===== src/rtl/arm_pkg.sv =====
// arm_pkg: shared ARM core ALU command encodings, status bit positions and width defaults
package arm_pkg;
  localparam int DEF_DW = 32;
  localparam int DEF_RW = 4;
  localparam logic [3:0] EXE_NOP = 4'b0000;
  localparam logic [3:0] EXE_MOV = 4'b0001;
  localparam logic [3:0] EXE_MVN = 4'b1001;
  localparam logic [3:0] EXE_ADD = 4'b0010;
  localparam logic [3:0] EXE_ADC = 4'b0011;
  localparam logic [3:0] EXE_SUB = 4'b0100;
  localparam logic [3:0] EXE_SBC = 4'b0101;
  localparam logic [3:0] EXE_AND = 4'b0110;
  localparam logic [3:0] EXE_ORR = 4'b0111;
  localparam logic [3:0] EXE_EOR = 4'b1000;
  localparam logic [3:0] EXE_CMP = EXE_SUB;
  localparam logic [3:0] EXE_TST = EXE_AND;
  localparam int Z_BIT = 3;
  localparam int C_BIT = 2;
  localparam int N_BIT = 1;
  localparam int V_BIT = 0;
endpackage


===== src/rtl/sat_counter.sv =====
// sat_counter: W-bit up counter that sticks at all-ones; ports clk, rst (async active-low), inc_i, cnt_o
module sat_counter #(
  parameter int W = 16
) (
  input  logic         clk,
  input  logic         rst,
  input  logic         inc_i,
  output logic [W-1:0] cnt_o
);
  logic [W-1:0] cnt_q, cnt_d;
  assign cnt_d = (inc_i && !(&cnt_q)) ? cnt_q + 1'b1 : cnt_q;
  always_ff @(posedge clk or negedge rst)
    if (!rst) cnt_q <= '0;
    else cnt_q <= cnt_d;
  assign cnt_o = cnt_q;
endmodule


===== src/rtl/id_exe_reg.sv =====
// id_exe_reg: decode->execute pipeline slot with flush/freeze and stall/bubble counters
//   ports: clk, rst (async active-low), freeze, flush, decode *_in -> registered *_out,
//          valid_out (slot holds a real instruction), stall_cnt, bubble_cnt
module id_exe_reg
  import arm_pkg::*;
#(
  parameter int DW = DEF_DW,
  parameter int RW = DEF_RW,
  parameter int CW = 16
) (
  input  logic          clk,
  input  logic          rst,
  input  logic          freeze,
  input  logic          flush,
  input  logic          WB_EN_in,
  input  logic          MEM_R_EN_in,
  input  logic          MEM_W_EN_in,
  input  logic          B_in,
  input  logic          S_in,
  input  logic [3:0]    EXE_CMD_in,
  input  logic [DW-1:0] PC_in,
  input  logic [DW-1:0] Val_RN_in,
  input  logic [DW-1:0] Val_RM_in,
  input  logic          imm_in,
  input  logic [11:0]   shift_operand_in,
  input  logic [23:0]   signed_imm_24_in,
  input  logic [RW-1:0] Dest_in,
  input  logic [RW-1:0] src1_in,
  input  logic [RW-1:0] src2_in,
  input  logic [3:0]    status_in,
  output logic          WB_EN_out,
  output logic          MEM_R_EN_out,
  output logic          MEM_W_EN_out,
  output logic          B_out,
  output logic          S_out,
  output logic [3:0]    EXE_CMD_out,
  output logic [DW-1:0] PC_out,
  output logic [DW-1:0] Val_RN_out,
  output logic [DW-1:0] Val_RM_out,
  output logic          imm_out,
  output logic [11:0]   shift_operand_out,
  output logic [23:0]   signed_imm_24_out,
  output logic [RW-1:0] Dest_out,
  output logic [RW-1:0] src1_out,
  output logic [RW-1:0] src2_out,
  output logic [3:0]    status_out,
  output logic          valid_out,
  output logic [CW-1:0] stall_cnt,
  output logic [CW-1:0] bubble_cnt
);
  localparam int PW = 5 + 4 + 3 * DW + 1 + 12 + 24 + 3 * RW + 4 + 1;
  logic [PW-1:0] slot_q, slot_d;
  logic valid_in;
  // compare/test ops only raise S, so S alone still marks a live instruction
  assign valid_in = WB_EN_in | MEM_R_EN_in | MEM_W_EN_in | B_in | S_in;
  // whole slot moves as one vector so control and data can never split
  assign slot_d = flush ? '0 : freeze ? slot_q :
                  {WB_EN_in, MEM_R_EN_in, MEM_W_EN_in, B_in, S_in, EXE_CMD_in,
                   PC_in, Val_RN_in, Val_RM_in, imm_in, shift_operand_in,
                   signed_imm_24_in, Dest_in, src1_in, src2_in, status_in, valid_in};
  always_ff @(posedge clk or negedge rst)
    if (!rst) slot_q <= '0;
    else slot_q <= slot_d;
  assign {WB_EN_out, MEM_R_EN_out, MEM_W_EN_out, B_out, S_out, EXE_CMD_out,
          PC_out, Val_RN_out, Val_RM_out, imm_out, shift_operand_out,
          signed_imm_24_out, Dest_out, src1_out, src2_out, status_out, valid_out} = slot_q;
  sat_counter #(.W(CW)) u_stall (
    .clk  (clk),
    .rst  (rst),
    .inc_i(freeze & ~flush),
    .cnt_o(stall_cnt)
  );
  sat_counter #(.W(CW)) u_bubble (
    .clk  (clk),
    .rst  (rst),
    .inc_i(flush),
    .cnt_o(bubble_cnt)
  );
endmodule


===== config.mk =====
export PLATFORM = sky130hd
export DESIGN_NAME = id_exe_reg
export DESIGN_NICKNAME = d
export VERILOG_FILES = /design/src/rtl/arm_pkg.sv /design/src/rtl/sat_counter.sv /design/src/rtl/id_exe_reg.sv
export SDC_FILE = /design/constraint.sdc
export NUM_CORES = 1
export LEC_CHECK = 0
export CAP_MARGIN = 5
export CORE_AREA = 2 2 136 138
export CTS_CLUSTER_DIAMETER = 50
export DETAILED_ROUTE_END_ITERATION = 10
export DIE_AREA = 0 0 138 140
export PLACE_DENSITY = 0.88
export SLEW_MARGIN = 20
export SYNTH_ARGS = -nofsm -noshare
export SYNTH_HDL_FRONTEND = slang
export SYNTH_SLANG_ARGS = --single-unit

===== constraint.sdc =====
create_clock -name clk -period 2.9 [get_ports clk]
set_input_delay 0.725 -clock clk [delete_from_list [all_inputs] [get_ports clk]]
set_output_delay 0.725 -clock clk [all_outputs]
set_load 0.02 [all_outputs]

==> out/qor.txt <==
Status: finished, final reports clean
Final Hold Viols: 0
Post-route clock period utilization: 0.792
Placer congestion estimate: 0.861
Final WL: 22400 um
DR iter-0 viols: 310
Max Freq: 436 MHz
Simple-Gate Fraction of Synth Area: 0.130
IO buf count: 352
Pre-CTS WS: 544 ps
Row count: 49
Clk_lat worst skew: 420 ps
Die height: 140 um
Critical Path Max Stage Delay: 690 ps
EDFF count, synth: 0
Die X: 138 um
Worst min-delay path class: input port to asynchronous set/reset pin
Vias in the first global route: 6640
Post-synth top area cell: dfrtp_1
Core area: 0.0178 sq mm
Final #Nets: 1173
Total CTS buffers: 17
Worst-path fanout max: 6
I/O pins: 353
Crit path DAT: 1570 ps
Leak: 5.70 nW
Setup slack, reg-to-reg: 650 ps
Peak supply drop: 378 uV
Asr flop ratio synth: 1.00
Global route total overflow: 0
Via count: 6312
CTS tree: done
Post-synth top cells: 191 x dfrtp_1, 175 x nor2_1, 159 x mux2i_1
Setup_tns: 0 ps
Initial core utilization: 0.443
RSZ-0062 raised after global routing: no
Post-Syn Nets: 831
CTS root buffer: clkbuf_16
First-pass GRT wire length: 35400 um
CTS clk-pin slew, worst paths: 70 ps
Reg-to-reg endpoint: u_stall.cnt_o[7]$_DFFE_PN0P_
Drt drc: 0
Most numerous cell in the Yosys netlist: dfrtp_1
Setup CP Type: register to output port
Die area: 0.0193 sq mm
Top post-synthesis cells by area: dfrtp_1 61%, mux2i_1 20%, nor2_1 8.3%
Synthesized area per cell: 11.8 sq um
Final core utilization: 0.688
H-tree levels: 4
#FFs+latches synth: 191
Clk_skew: 11.7 ps
Reg-to-Reg Start: u_stall.cnt_o[0]$_DFFE_PN0P_
Worst setup EP type: output port
Synth top area share: 0.607
Post-layout minimum cycle time: 2300 ps
Crit path required time: 2170 ps
Slack of the critical path: 604 ps
Clock sinks: 191
Worst path slowest cell: clkdlybuf4s50_1
Number of detailed-route iterations in the first pass: 4
Hold_buf cts: 0
Seq/Total Area, Yosys: 0.607
Netlist Area Pre-Place: 0.00788 sq mm
Antenna Cells: 0
Post-synthesis cell count: 667
Drt wl/cell: 17.9 um
Yosys cell types: 31
Total track usage: 0.230
Largest family of logic cells by synthesized area: multiplexers
Setup Viol. Count Final: 0
Layout cells sized above 1: 0.0450
Vias per Instance: 5.05
Clock Tree Buf Depth: 2
Crit-path cells: clkdlybuf4s50_1
Initial antenna violation count: 0
Warnings, synthesis: 0
Worst slew margin relative to its limit: 0.324
Final Max Tran Viols: 0
Fillers: 1302
DP HPWL: 16100 um
Xor and xnor area share after synthesis: 0.0278
Mux cell area share after synthesis: 0.206
Resize count post-CTS: 0
Worst path bufs/invs: 1
Slew @ Worst Pin: 1000 ps
CP Launch Type: register
Power per cell area: 573 mW/mm^2
Top delay family on crit path: buffers and inverters
Area growth, synth to finish: 55.3%
Largest net degree at the start of global routing: 104
Post-Synth Adder-Cell Area: 0.00318
Setup Buffers After CTS: 0
Final ANT Viol Nets: 0
Maxcap violations: 0
R2R cell count: 5
Most used flip-flop cell after synthesis: dfrtp_1
Synth Area in Compound Gates: 0.00445
metrics by stage:
| stage | power (mW) | std cells | area, sq um | hold WS (ps) |
|---|---|---|---|---|
| 5_1_grt | 7.26 | 1251 | 12200 | 285 |
| 2_1_floorplan | 3.80 | 667 | 7880 | 429 |
| 4_1_cts | 7.06 | 1251 | 12200 | 261 |
| 6_report | 7.00 | 1251 | 12200 | 254 |
| 3_5_place_dp | 4.69 | 1219 | 11600 | 502 |
| 3_3_place_gp | 4.64 | 1219 | 11600 | 492 |
cells in the final DEF (no fill, tap or decap), types with 3 or more instances in the layout:
| master | count |
|---|---|
| nand4_1 | 12 |
| xor2_1 | 12 |
| dfrtp_1 | 191 |
| xnor2_1 | 13 |
| inv_8 | 3 |
| nor3_1 | 8 |
| nand2_1 | 17 |
| nand3_1 | 9 |
| clkdlybuf4s50_1 | 349 |
| buf_4 | 6 |
| nor3b_1 | 3 |
| buf_12 | 3 |
| a21oi_1 | 3 |
| nor4_1 | 3 |
| inv_1 | 4 |
| clkbuf_16 | 17 |
| mux2i_1 | 159 |
| clkinvlp_4 | 5 |
| nor2_1 | 175 |
cell type report:
class | instances | area, sq um | share of cell area
clock inverter | 13 | 154 | 0.0126
multi-input combinational | 435 | 2930 | 0.239
timing repair buffer | 360 | 3620 | 0.296
clock buffer | 19 | 443 | 0.0362
tap | 229 | 287 | 0.0234
sequential | 191 | 4780 | 0.391
inverter | 4 | 15.0 | 0.00123
cell families (layout without fill, tap and decap cells):
logic type	count (synthesis)	after routing
simple gates	241	241
flops	191	191
fa+ha+maj	2	2
xor+xnor	25	25
compound gates	5	5
mux	162	162
buf+inv	41	396
registers in the layout, indices dropped and copies added, names as in the netlist:
register / flops
u_bubble.cnt_o: 16
slot_q: 159
u_stall.cnt_o: 16
metal layers:
layer	vias up	part of all wire	track usage	wire, um
met4	0	0.035	0.102	789
li1	2933	-	-	-
met2	253	0.51	0.392	11500
met1	3072	0.40	0.282	8860
met5	-	0	0	0
met3	54	0.055	0.0513	1240
report_power, final:
part	total (mW)	leakage [nW]	internal, mW	switching (mW)
logic	1.54	2.90	0.793	0.747
clock network	2.37	0.278	1.31	1.05
registers	3.10	2.52	2.88	0.216
total	7.00	5.70	4.99	2.02
how the worst max path moves through the flow:
stage                             startpoint  slack (ps)  cells past startpoint                        endpoint
2_1_floorplan                         freeze         670                      5   u_stall.cnt_o[15]$_DFFE_PN0P_
3_3_place_gp                           flush         560                      5  u_bubble.cnt_o[14]$_DFFE_PN0P_
3_5_place_dp                           flush         540                      5  u_bubble.cnt_o[14]$_DFFE_PN0P_
4_1_cts        u_bubble.cnt_o[8]$_DFFE_PN0P_         590                      1                   bubble_cnt[8]
5_1_grt         u_stall.cnt_o[0]$_DFFE_PN0P_         420                      5    u_stall.cnt_o[7]$_DFFE_PN0P_
6_report       u_bubble.cnt_o[8]$_DFFE_PN0P_         600                      1                   bubble_cnt[8]
Power figures use the tool's default switching activity.
